$ cat config.mk
export PLATFORM = sky130hd
export DESIGN_NAME = y86_mem_arbiter
export DESIGN_NICKNAME = d
export VERILOG_FILES = /design/src/rtl/y86_mem_arbiter.sv
export SDC_FILE = /design/constraint.sdc
export NUM_CORES = 1
export LEC_CHECK = 0
export BUFFER_PORTS_ARGS = -buffer_cell sky130_fd_sc_hd__buf_4
export CORE_ASPECT_RATIO = 0.6
export CORE_MARGIN = 3
export CORE_UTILIZATION = 49
export CTS_CLUSTER_DIAMETER = 80
export DETAILED_ROUTE_END_ITERATION = 8
export PLACE_DENSITY = 0.86
export SYNTH_ARGS = -nofsm -noshare
export SYNTH_HDL_FRONTEND = slang
export SYNTH_SLANG_ARGS = --single-unit
$ cat constraint.sdc
create_clock -name clk -period 5.2 [get_ports clk]
set_input_delay 1.04 -clock clk [delete_from_list [all_inputs] [get_ports clk]]
set_output_delay 1.04 -clock clk [all_outputs]
set_load 0.02 [all_outputs]
$ cat src/rtl/y86_mem_arbiter.sv
// Round-robin arbiter/sequencer sharing one memory port between the core (m0) and a DMA/debug loader (m1).
// Optional m0 lock for atomic fetch plus load/store: define Y86_ARB_LOCK_EN.
module y86_mem_arbiter #(
    parameter int AW      = 32,
    parameter int DW      = 32,
    parameter int TIMEOUT = 15
) (
    input  logic          clk,
    input  logic          rst,
    input  logic          m0_req,
    input  logic          m0_we,
    input  logic [AW-1:0] m0_addr,
    input  logic [DW-1:0] m0_wdata,
`ifdef Y86_ARB_LOCK_EN
    input  logic          m0_lock,
`endif
    output logic          m0_gnt,
    output logic          m0_done,
    input  logic          m1_req,
    input  logic          m1_we,
    input  logic [AW-1:0] m1_addr,
    input  logic [DW-1:0] m1_wdata,
    output logic          m1_gnt,
    output logic          m1_done,
    output logic [DW-1:0] rdata,
    output logic          err,
    output logic [AW-1:0] mem_addr,
    output logic [DW-1:0] mem_wdata,
    output logic          mem_re,
    output logic          mem_we,
    input  logic [DW-1:0] mem_rdata,
    input  logic          mem_ready,
    output logic          busy,
    output logic          timeout_err
);

    typedef enum logic [1:0] {IDLE, ACCESS, DONE} state_t;

    localparam logic [7:0] LastWait = 8'(TIMEOUT - 1);

    state_t        state_q, state_d;
    logic          owner_q, owner_d;
    logic          we_q, we_d;
    logic [AW-1:0] addr_q, addr_d;
    logic [DW-1:0] wdata_q, wdata_d;
    logic          lastGrant_q, lastGrant_d;
    logic [7:0]    waitCnt_q, waitCnt_d;
    logic          abort_q, abort_d;
    logic [DW-1:0] rdata_q, rdata_d;
    logic          tErr_q, tErr_d;
    logic          grantValid, grantSel;

`ifdef Y86_ARB_LOCK_EN
    logic          lockPend_q, lockPend_d;
    logic [1:0]    m0Streak_q, m0Streak_d;
`endif

    always_ff @(posedge clk) begin
        if (rst) begin
            state_q     <= IDLE;
            owner_q     <= 1'b0;
            we_q        <= 1'b0;
            addr_q      <= '0;
            wdata_q     <= '0;
            lastGrant_q <= 1'b1;
            waitCnt_q   <= '0;
            abort_q     <= 1'b0;
            rdata_q     <= '0;
            tErr_q      <= 1'b0;
`ifdef Y86_ARB_LOCK_EN
            lockPend_q  <= 1'b0;
            m0Streak_q  <= '0;
`endif
        end else begin
            state_q     <= state_d;
            owner_q     <= owner_d;
            we_q        <= we_d;
            addr_q      <= addr_d;
            wdata_q     <= wdata_d;
            lastGrant_q <= lastGrant_d;
            waitCnt_q   <= waitCnt_d;
            abort_q     <= abort_d;
            rdata_q     <= rdata_d;
            tErr_q      <= tErr_d;
`ifdef Y86_ARB_LOCK_EN
            lockPend_q  <= lockPend_d;
            m0Streak_q  <= m0Streak_d;
`endif
        end
    end

    // Under contention the master that did not win last time is chosen.
    always_comb begin
        grantValid = m0_req | m1_req;
        grantSel   = (m0_req & m1_req) ? ~lastGrant_q : m1_req;
`ifdef Y86_ARB_LOCK_EN
        if (lockPend_q) begin
            grantValid = 1'b1;
            grantSel   = 1'b0;
        end
`endif
    end

    always_comb begin
        state_d     = state_q;
        owner_d     = owner_q;
        we_d        = we_q;
        addr_d      = addr_q;
        wdata_d     = wdata_q;
        lastGrant_d = lastGrant_q;
        waitCnt_d   = waitCnt_q;
        abort_d     = abort_q;
        rdata_d     = rdata_q;
        tErr_d      = tErr_q;
`ifdef Y86_ARB_LOCK_EN
        lockPend_d  = lockPend_q;
        m0Streak_d  = m0Streak_q;
`endif
        case (state_q)
            IDLE: begin
                if (grantValid) begin
                    state_d     = ACCESS;
                    owner_d     = grantSel;
                    we_d        = grantSel ? m1_we : m0_we;
                    addr_d      = grantSel ? m1_addr : m0_addr;
                    wdata_d     = grantSel ? m1_wdata : m0_wdata;
                    lastGrant_d = grantSel;
                    waitCnt_d   = '0;
                    abort_d     = 1'b0;
`ifdef Y86_ARB_LOCK_EN
                    lockPend_d  = 1'b0;
                    m0Streak_d  = grantSel ? 2'd0 : ((m0Streak_q == 2'd2) ? 2'd2 : m0Streak_q + 2'd1);
`endif
                end
            end
            ACCESS: begin
                // A ready on the final allowed cycle still completes normally.
                if (mem_ready) begin
                    if (!we_q) rdata_d = mem_rdata;
                    abort_d = 1'b0;
                    state_d = DONE;
                end else if (waitCnt_q == LastWait) begin
                    abort_d = 1'b1;
                    tErr_d  = 1'b1;
                    state_d = DONE;
                end else begin
                    waitCnt_d = waitCnt_q + 8'd1;
                end
            end
            DONE: begin
                state_d   = IDLE;
                waitCnt_d = '0;
`ifdef Y86_ARB_LOCK_EN
                lockPend_d = (owner_q == 1'b0) && m0_lock && m0_req && (m0Streak_q < 2'd2);
`endif
            end
            default: state_d = IDLE;
        endcase
    end

    always_comb begin
        m0_gnt    = 1'b0;
        m1_gnt    = 1'b0;
        m0_done   = 1'b0;
        m1_done   = 1'b0;
        err       = 1'b0;
        mem_re    = 1'b0;
        mem_we    = 1'b0;
        mem_addr  = '0;
        mem_wdata = '0;
        case (state_q)
            ACCESS: begin
                m0_gnt    = ~owner_q;
                m1_gnt    = owner_q;
                mem_re    = ~we_q;
                mem_we    = we_q;
                mem_addr  = addr_q;
                mem_wdata = wdata_q;
            end
            DONE: begin
                m0_gnt  = ~owner_q;
                m1_gnt  = owner_q;
                m0_done = ~owner_q;
                m1_done = owner_q;
                err     = abort_q;
            end
            default: ;
        endcase
    end

    assign busy        = (state_q != IDLE);
    assign rdata       = rdata_q;
    assign timeout_err = tErr_q;

endmodule
Word-level counts from Yosys, hierarchy flattened
Cells that the tools add are included.
{ "classes": {"addsub": 1, "mul": 0, "div": 0, "order_cmp": 0, "eq_ne": 7, "shift": 0, "mux": 25, "bitwise": 6, "n_reduce_logical": 11} }
{ "ops": {"columns": ["operator", "count"], "rows": [
  ["$mux W32", 4],
  ["$mux W8", 3],
  ["$pmux W8 S3", 1],
  ["$mux W1", 12],
  ["$reduce_and A3 Y1", 3],
  ["$add A8 B1 Y8 const B", 1],
  ["$eq A8 B4 Y1 const B", 1],
  ["$mux W2", 3],
  ["$ne A2 B2 Y1 const B", 3],
  ["$not A1 Y1", 4],
  ["$pmux W2 S2", 1],
  ["$reduce_and A2 Y1", 2],
  ["$reduce_and A4 Y1", 1],
  ["$reduce_bool A2 Y1", 2],
  ["$ne A3 B3 Y1 const B", 1],
  ["$reduce_bool A3 Y1", 1],
  ["$eq A2 B1 Y1 const B", 1],
  ["$eq A2 B2 Y1 const B", 1],
  ["$logic_not A2 Y1", 1],
  ["$pmux W1 S2", 1],
  ["$reduce_or A2 Y1", 1],
  ["$and A1 B1 Y1", 1],
  ["$or A1 B1 Y1", 1]
]} }
{ "totals": {"register_bits": 111, "latchBits": 0, "mem_bits_rw": 0, "romBits": 0, "in_bits": 167, "word_cells": 60, "mem_count": 0} }

Depth between registers and ports, before layout
Gate-level depths: netlist (run 1).
{ "depth": {"ltp_word": 4, "ltp_mapped": 9, "ltp_nobuf": 6} }

Worst setup path before layout (run 1)
No wires, ideal clock.
{ "synth_path": {"path_kind": "reg2out", "startpoint": "reg state_q[1]", "endpoint": "out mem_addr[12]", "arrival_time_ns": 1.382, "required_time_ns": 4.160, "slack_ns": 2.778, "path_stages_with_launch": 7, "path_buffers": 3, "path_cell_list": "dfxtp_1 -> inv_1 -> ha_1 -> buf_2 -> clkbuf_1 -> clkbuf_1 -> and2_1"} }
{ "synth_between": {"elab_chain_cells": 2} }
{ "synth_rtl": {"columns": ["element", "line_no", "text"], "rows": [
  ["from (decl)", "41", "state_t state_q, state_d;"],
  ["from (signal assigned)", "75", "state_q <= state_d;"],
  ["$eq A2 B1 Y1", "171", "case (state_q)"],
  ["$mux W32", "171", null],
  ["to (decl)", "27", "output logic [AW-1:0] mem_addr,"]
]} }
Every way passes these cells.

Worst setup path in the final report (run 1)
{ "layout_path": {"startpoint": "reg state_q[1]", "endpoint": "out mem_re"} }
{ "layout_between": {"elab_chain_cells": 2} }
{ "layout_rtl": {"columns": ["element", "line_no", "text"], "rows": [
  ["$eq A2 B1 Y1", "171", null],
  ["$mux W1", "171", null],
  ["to (decl)", "29", "output logic mem_re,"]
]} }
Every way passes these cells.

==> results of run 1 <==
## cells by family (layout without fill, tap and decap cells)
| logic type | after synthesis | after routing | synth area share, % |
|---|---|---|---|
| muxes | 65 | 65 | 12.5 |
| AOI/OAI and AO/OA | 129 | 129 | 16.3 |
| DFF | 111 | 111 | 42.7 |
| and+or+nand+nor | 238 | 238 | 22.1 |
| adders and majority gates | 6 | 6 | 1.44 |
| buffers and inverters | 59 | 297 | 4.84 |
## cell usage in the layout, fill, tap and decap left out, drive strengths merged, types with 4 or more instances in the layout
cell type / synthesis / routed
a211oi: 66 / 66
nor2: 74 / 74
nand2: 71 / 71
nor4: 4 / 4
a21oi: 38 / 38
clkbuf: 34 / 10
inv: 7 / 10
and2: 70 / 70
o21ai: 8 / 8
mux2i: 65 / 65
ha: 6 / 6
dfxtp: 111 / 111
buf: 18 / 274
## through the flow
step                power (mW)  cells  hold WS [ns]  worst slack [ns]  instance area [µm²]
floorplan                 1.38    608         0.435              2.78                 5200
global placement          1.62    965         0.443              2.35                 7250
detailed placement        1.64    965         0.448              2.19                 7250
CTS                       2.29    981         0.458              1.95                 7530
global route              2.40    981         0.477              1.72                 7530
finish                    2.28    981         0.458              1.96                 7530
## registers in the layout, summed over array words and instances (netlist names)
name / count
we_q: 1
timeout_err: 1
owner_q: 1
waitCnt_q: 8
wdata_q: 32
lastGrant_q: 1
abort_q: 1
addr_q: 32
state_q: 2
rdata: 32
## power groups by stage
| stage | Clock [mW] | Sequential, mW | Combinational (mW) |
|---|---|---|---|
| after floorplan | 0 | 1.01 | 0.366 |
| after global placement | 0 | 1.00 | 0.612 |
| final | 0.656 | 0.993 | 0.631 |
| after CTS | 0.668 | 0.992 | 0.633 |
| after detailed placement | 0 | 1.01 | 0.632 |
| after global routing | 0.709 | 1.00 | 0.688 |
## tightest hold or removal path, cell delays in order (launching register included)
cell and delay [ns]:
sky130_fd_sc_hd__dfxtp_1 0.31, sky130_fd_sc_hd__nand2_1 0.05, sky130_fd_sc_hd__a21oi_1 0.05
## area by class of cell
| type | count | share of cell area [%] |
|---|---|---|
| tap | 135 | 2.24 |
| sequential | 111 | 29.5 |
| multi-input combinational | 438 | 36.5 |
| timing repair buffer | 274 | 27.7 |
| clock inverter | 6 | 0.698 |
| clock buffer | 10 | 3.04 |
| inverter | 7 | 0.349 |
## path summary, 6_finish.rpt
check        slack, ns               startpoint                     end  depth (start not counted)
max               1.96  state_q[1]$_SDFFE_PP0P_                  mem_re                          4
min               0.46   rdata[10]$_SDFFE_PP0P_  rdata[10]$_SDFFE_PP0P_                          2
max reg2reg       2.22  state_q[1]$_SDFFE_PP0P_  rdata[23]$_SDFFE_PP0P_                          6
min reg2reg       0.46   rdata[10]$_SDFFE_PP0P_  rdata[10]$_SDFFE_PP0P_                          2
## metal layers
| metal | part of all wire, % | GRT usage [%] |
|---|---|---|
| met5 | 0 | 0 |
| met3 | 7.1 | 8.19 |
| met4 | 2.4 | 8.17 |
| met2 | 52 | 45.4 |
| met1 | 39 | 27.4 |
==> results.txt, run 1 <==
----------------------------------------------------
[Logic synthesis]
  Proportion of synthesized chip area in sequential cells ... 42.7%
  Total number of yosys warnings ... 0
  Count of flip-flops with a built-in enable after synthesis ... 0
  Dominant cell type by area after synthesis ... sky130_fd_sc_hd__dfxtp_1
  Mean instance size in the synthesized netlist ... 8.55 µm²
  Flops & latches, synth ... 111
  Most numerous cell in the Yosys netlist ... sky130_fd_sc_hd__dfxtp_1
  Instance count of the mapped netlist ... 608
  Leading register cell type out of synthesis ... sky130_fd_sc_hd__dfxtp_1
  Count of distinct cell types in the synthesized netlist ... 40
  Combined area of all synthesized cells ... 5200 µm²
  Portion of synthesized cell area occupied by the leading cell type ... 42.7%
  Top post-synthesis cells by count ... sky130_fd_sc_hd__dfxtp_1, sky130_fd_sc_hd__nor2_1, sky130_fd_sc_hd__nand2_1
  Mapped Nets ... 781
  Largest cells by area after synthesis ... sky130_fd_sc_hd__dfxtp_1, sky130_fd_sc_hd__mux2i_1, sky130_fd_sc_hd__a211oi_1
  Share of async-settable or async-resettable flops after synthesis ... 0%

[Routing]
  Number of routed nets with antenna violations ... 0
  Sum of routed wire length over all layers ... 15,400 µm
  Via count ... 5,163
  Length of the first detailed-routing pass in iterations ... 4
  Post-DR wirelength/cell ... 15.7 µm
  Remaining routing DRC violations ... 0
  Initial drt markers ... 210
  Vias per std cell ... 5.26

[Power]
  P_leak ... 3.46 nW
  Net Sw Frac ... 31.3%
  Switching pwr ... 0.714 mW
  Maximum vdd ir drop ... 202 µV
  Clock power share ... 28.8%
  Relative contribution of combinational cells to total power ... 27.7%
  Total power per unit cell area ... 303 nW/µm²
  Share of total power in sequential cells ... 43.6%
  Internal portion of total power ... 1.57 mW

[STA]
  RSZ-0062 raised after global routing ... no
  Highest attainable clock frequency ... 308 MHz
  Final setup violation count ... 0
  Total negative slack for setup checks ... 0 ns
  Number of slew-limit violations in the final report ... 0
  Slew at the pin closest to its max-slew limit ... 1.12 ns
  Worst clock skew ... 0.00746 ns
  Final period demand of the worst path ... 3.24 ns
  Relative slew margins ... 25.3%
  Final critical-path share of the clock period ... 62.3%
  Endpoints failing hold ... 0

[Finish]
  Count of antenna diodes in the layout ... 0
  Area of the multi-input gates ... 2750 µm²
  Number of nets in the final layout ... 1,014
  Core utilization of the finished layout ... 74.6%
  Number of inserted filler cells in the final layout ... 759
  Share of post-route cells with drive strength above 1 ... 34.8%
  Sequential cell area in the final layout ... 2220 µm²
  Layout overhead on the synthesized area ... 44.8%

[Floorplanning]
  Die outline height ... 85.8 µm
  Num rows ... 28
  Die Wd ... 139 µm
  I/O Pins ... 272
  Area enclosed by the die boundary ... 11,900 µm²
  Starting density of the core ... 51.5%
  CORE AREA ... 10,100 µm²

[Critical path]
  Highest cell delay on the worst timing path ... 0.91 ns
  Data arrival time of the critical path ... 2.20 ns
  Largest fanout on the critical path ... 72
  Crit end category ... output pin
  Crit path launch type ... register
  Required time at the worst-slack endpoint ... 4.16 ns
  Cell type group with the largest total delay on the critical path ... adder cells
  Crit path buffers/inverters ... 2
  Critical path cell sequence ... inv_1 -> ha_2 -> nor2b_1 -> buf_4
  Slowest stage cell, crit path ... sky130_fd_sc_hd__ha_2
  Critical path class ... register to output pin

[Clock network]
  Number of buffers added for setup after CTS ... 0
  Number of hold buffers added after CTS ... 0
  Deepest clock path buffer count ... 2
  Clock insertion delay at the later pin of the skew report ... 0.34 ns
  Clk pin slew, worst setup/hold paths ... 0.08 ns
  Num Clock Sinks ... 111
  Root Buffer ... sky130_fd_sc_hd__clkbuf_16
  H-tree lvl count ... 3
  Post-CTS sizing ... 0
  TritonCTS clock tree ... yes
  Total CTS buffers ... 9

[Global route]
  Number of antenna violations at the first check in global routing ... 0
  Global-route wire length before repair ... 24,200 µm
  Via count of the first global-routing pass ... 5,038
  Total global-route track usage ... 24.8%
  Pin count of the biggest net entering global routing ... 89
  Final global-route overflow total ... 0

[Placement]
  Count of buffers from port buffering ... 271
  HPWL after DPL ... 11,600 µm
  Final estimated routing congestion in global placement ... 0.916

[Worst hold path]
  Hold WC Path Type ... register to register

[Outcome]
  Run status ... completed

[Run]
  Max_cap viols ... 0

----------------------------------------------------
Power figures use the tool's default switching activity.
==> run 2: changes to the inputs <==
- CORE_UTILIZATION: 49 -> 46
- PLACE_DENSITY: 0.86 -> 0.81
- clock period: 5.2 -> 3.37 ns (I/O delays scaled with it)
==> run 2 against run 1 <==
Effect of this change:
- critical endpoint is now mem_addr[10]
- total power up 62%
- core utilization shrank 3.8 points
- critical path depth rose by 1
- critical path type unchanged
- final area grew 1.3%
==> results.txt, run 2 (synthesis results as in run 1) <==
----------------------------------------------------
[Worst hold path]
  Worst min-delay path endpoint ... rdata[30]$_SDFFE_PP0P_
  Worst hold stages ... 2 (unchanged)
  Launch instance of the worst min-delay path ... rdata[30]$_SDFFE_PP0P_
  Hold WC Path Type ... register to register

[Power]
  Final Total Pwr ... 3.69 mW (+62%)
  Total power per unit cell area ... 484 nW/µm² (+60%)
  P_leak ... 3.51 nW (+1.4%)
  Maximum vdd ir drop ... 290 µV (+43%)

[STA]
  Final setup violation count ... 0 (unchanged)
  Highest attainable clock frequency ... 377 MHz
  Final period demand of the worst path ... 2.65 ns
  Total negative slack for setup checks ... 0 ns (unchanged)
  Relative slew margins ... 27.3% (+2.1 points)
  Worst clock skew ... 0.00779 ns (+0.000335 ns)
  Endpoints failing hold ... 0 (unchanged)
  Slew at the pin closest to its max-slew limit ... 1.09 ns (-0.0280 ns)
  Number of slew-limit violations in the final report ... 0 (unchanged)
  RSZ-0062 raised after global routing ... no
  Final critical-path share of the clock period ... 78.7%
  Slack of the critical path ... 0.717 ns (-1.24 ns)

[Critical path]
  R2R cell count ... 6 (unchanged)
  Largest fanout on the critical path ... 29 (-60%)
  Crit Reg-Reg Endpoint ... rdata[7]$_SDFFE_PP0P_
  Crit end category ... output pin
  Flop2flop setup slack ... 0.87 ns (-1.35 ns)
  Critical path class ... register to output pin
  Required time at the worst-slack endpoint ... 2.70 ns (-1.46 ns)
  Crit path launch type ... register
  Data arrival time of the critical path ... 1.98 ns (-0.22 ns)
  Startpoint of the most critical register-to-register path ... state_q[1]$_SDFFE_PP0P_

[Global route]
  Pin count of the biggest net entering global routing ... 70 (-21%)
  Number of antenna violations at the first check in global routing ... 0 (unchanged)
  Final global-route overflow total ... 0 (unchanged)
  Via count of the first global-routing pass ... 4,886 (-3.0%)
  Global-route wire length before repair ... 23,100 µm (-4.4%)
  Total global-route track usage ... 22.5% (-2.2 points)

[Clock network]
  Clk pin slew, worst setup/hold paths ... 0.08 ns (about the same)
  Root Buffer ... sky130_fd_sc_hd__clkbuf_16
  Deepest clock path buffer count ... 2 (unchanged)
  Number of hold buffers added after CTS ... 0 (unchanged)
  Total CTS buffers ... 9 (unchanged)
  TritonCTS clock tree ... yes
  Post-CTS sizing ... 0 (unchanged)
  Clock insertion delay at the later pin of the skew report ... 0.35 ns (about the same)
  Num Clock Sinks ... 111 (unchanged)
  H-tree lvl count ... 3 (unchanged)
  Number of buffers added for setup after CTS ... 0 (unchanged)

[Placement]
  Final estimated routing congestion in global placement ... 0.813 (-11%)
  HPWL after DPL ... 11,600 µm (about the same)
  Worst slack, placed ... 0.871 ns (-1.32 ns)
  Count of buffers from port buffering ... 271 (unchanged)
  Number of cells in the design after placement ... 974 (+0.93%)

[Floorplanning]
  CORE AREA ... 10,800 µm² (+6.8%)
  Num rows ... 29 (+3.6%)
  Starting density of the core ... 48.2% (-3.3 points)
  Die Wd ... 143 µm (+3.1%)
  Die outline height ... 88.3 µm (+3.0%)
  I/O Pins ... 272 (unchanged)
  Area enclosed by the die boundary ... 12,700 µm² (+6.1%)

[Finish]
  Layout overhead on the synthesized area ... 46.7%
  Share of post-route cells with drive strength above 1 ... 35.3% (+0.50 points)
  Commonest non-fill, non-tap cells in the layout ... sky130_fd_sc_hd__buf_4, sky130_fd_sc_hd__dfxtp_1, sky130_fd_sc_hd__nor2_1
  Count of antenna diodes in the layout ... 0 (unchanged)
  Final std cells w/o fill ... 990 (+0.92%)
  Number of inserted filler cells in the final layout ... 841 (+11%)
  Number of nets in the final layout ... 1,019 (+0.49%)
  Most frequent standard cell in the layout excluding fill and tap cells ... sky130_fd_sc_hd__buf_4
  Sequential cell area in the final layout ... 2220 µm² (unchanged)
  Area of the multi-input gates ... 2750 µm² (unchanged)

[Outcome]
  Run status ... completed

[Routing]
  Vias per std cell ... 5.13 (-2.6%)
  Number of routed nets with antenna violations ... 0 (unchanged)
  Via count ... 5,076 (-1.7%)
  Length of the first detailed-routing pass in iterations ... 5 (+1)
  Sum of routed wire length over all layers ... 15,200 µm (-1.1%)
  Post-DR wirelength/cell ... 15.4 µm (-2.0%)
  Initial drt markers ... 291 (+39%)
  Remaining routing DRC violations ... 0 (unchanged)

[Run]
  Max_cap viols ... 0 (unchanged)

----------------------------------------------------
[run 2: cell types whose count changed in the layout (fill, tap and decap cells not counted), sizes merged]
cell | previous run | this run
inv | 10 | 9
clkbuf | 10 | 9
buf | 274 | 279
bufinv | 0 | 2
[run 2: worst max path at each step]
stage	cells after the start	start	to	slack [ns]
6_report	5	state_q[1]$_SDFFE_PP0P_	mem_addr[10]	0.72
5_1_grt	6	state_q[1]$_SDFFE_PP0P_	rdata[1]$_SDFFE_PP0P_	0.52
4_1_cts	5	state_q[1]$_SDFFE_PP0P_	mem_addr[10]	0.70
3_5_place_dp	6	state_q[1]$_SDFFE_PP0P_	rdata[8]$_SDFFE_PP0P_	0.87
3_3_place_gp	5	m0_req	wdata_q[11]$_SDFFE_PP0P_	1.00
2_1_floorplan	6	state_q[1]$_SDFFE_PP0P_	mem_addr[12]	1.31
[run 2: layout make-up]
cell class                 count  share of cell area (%)
tap                          139                    2.28
clock inverter                 7                    1.51
clock buffer                   9                    2.95
inverter                       7                   0.344
sequential                   111                    29.1
multi-input combinational    438                    36.0
timing repair buffer         279                    27.8
[run 2: stage by stage]
stage	area, µm²	util (%)	hold WS [ns]
5_1_grt	7630	70.8	0.481
4_1_cts	7630	70.8	0.461
2_1_floorplan	5200	-	0.435
3_5_place_dp	7290	67.6	0.450
6_report	7630	70.8	0.460
3_3_place_gp	7290	67.6	0.442
[run 2: power breakdown]
part	total, mW	internal, mW	switching [mW]
sequential	1.53	1.46	0.0736
combinational	0.974	0.447	0.527
clock	1.19	0.670	0.515
[run 2: metal layers]
layer | vias up | wire (µm) | GRT usage (%)
li1 | 2578 | - | -
met1 | 2319 | 6140 | 26.7
met2 | 158 | 7900 | 41.3
met3 | 21 | 988 | 5.72
met4 | 0 | 213 | 5.90
met5 | - | 0 | 0
[run 2: worst max-delay path, stage by stage (launching register included)]
cell	delay [ns]
sky130_fd_sc_hd__dfxtp_1	0.34
sky130_fd_sc_hd__inv_1	0.10
sky130_fd_sc_hd__ha_2	0.50
sky130_fd_sc_hd__buf_4	0.34
sky130_fd_sc_hd__and2_1	0.19
sky130_fd_sc_hd__buf_4	0.15
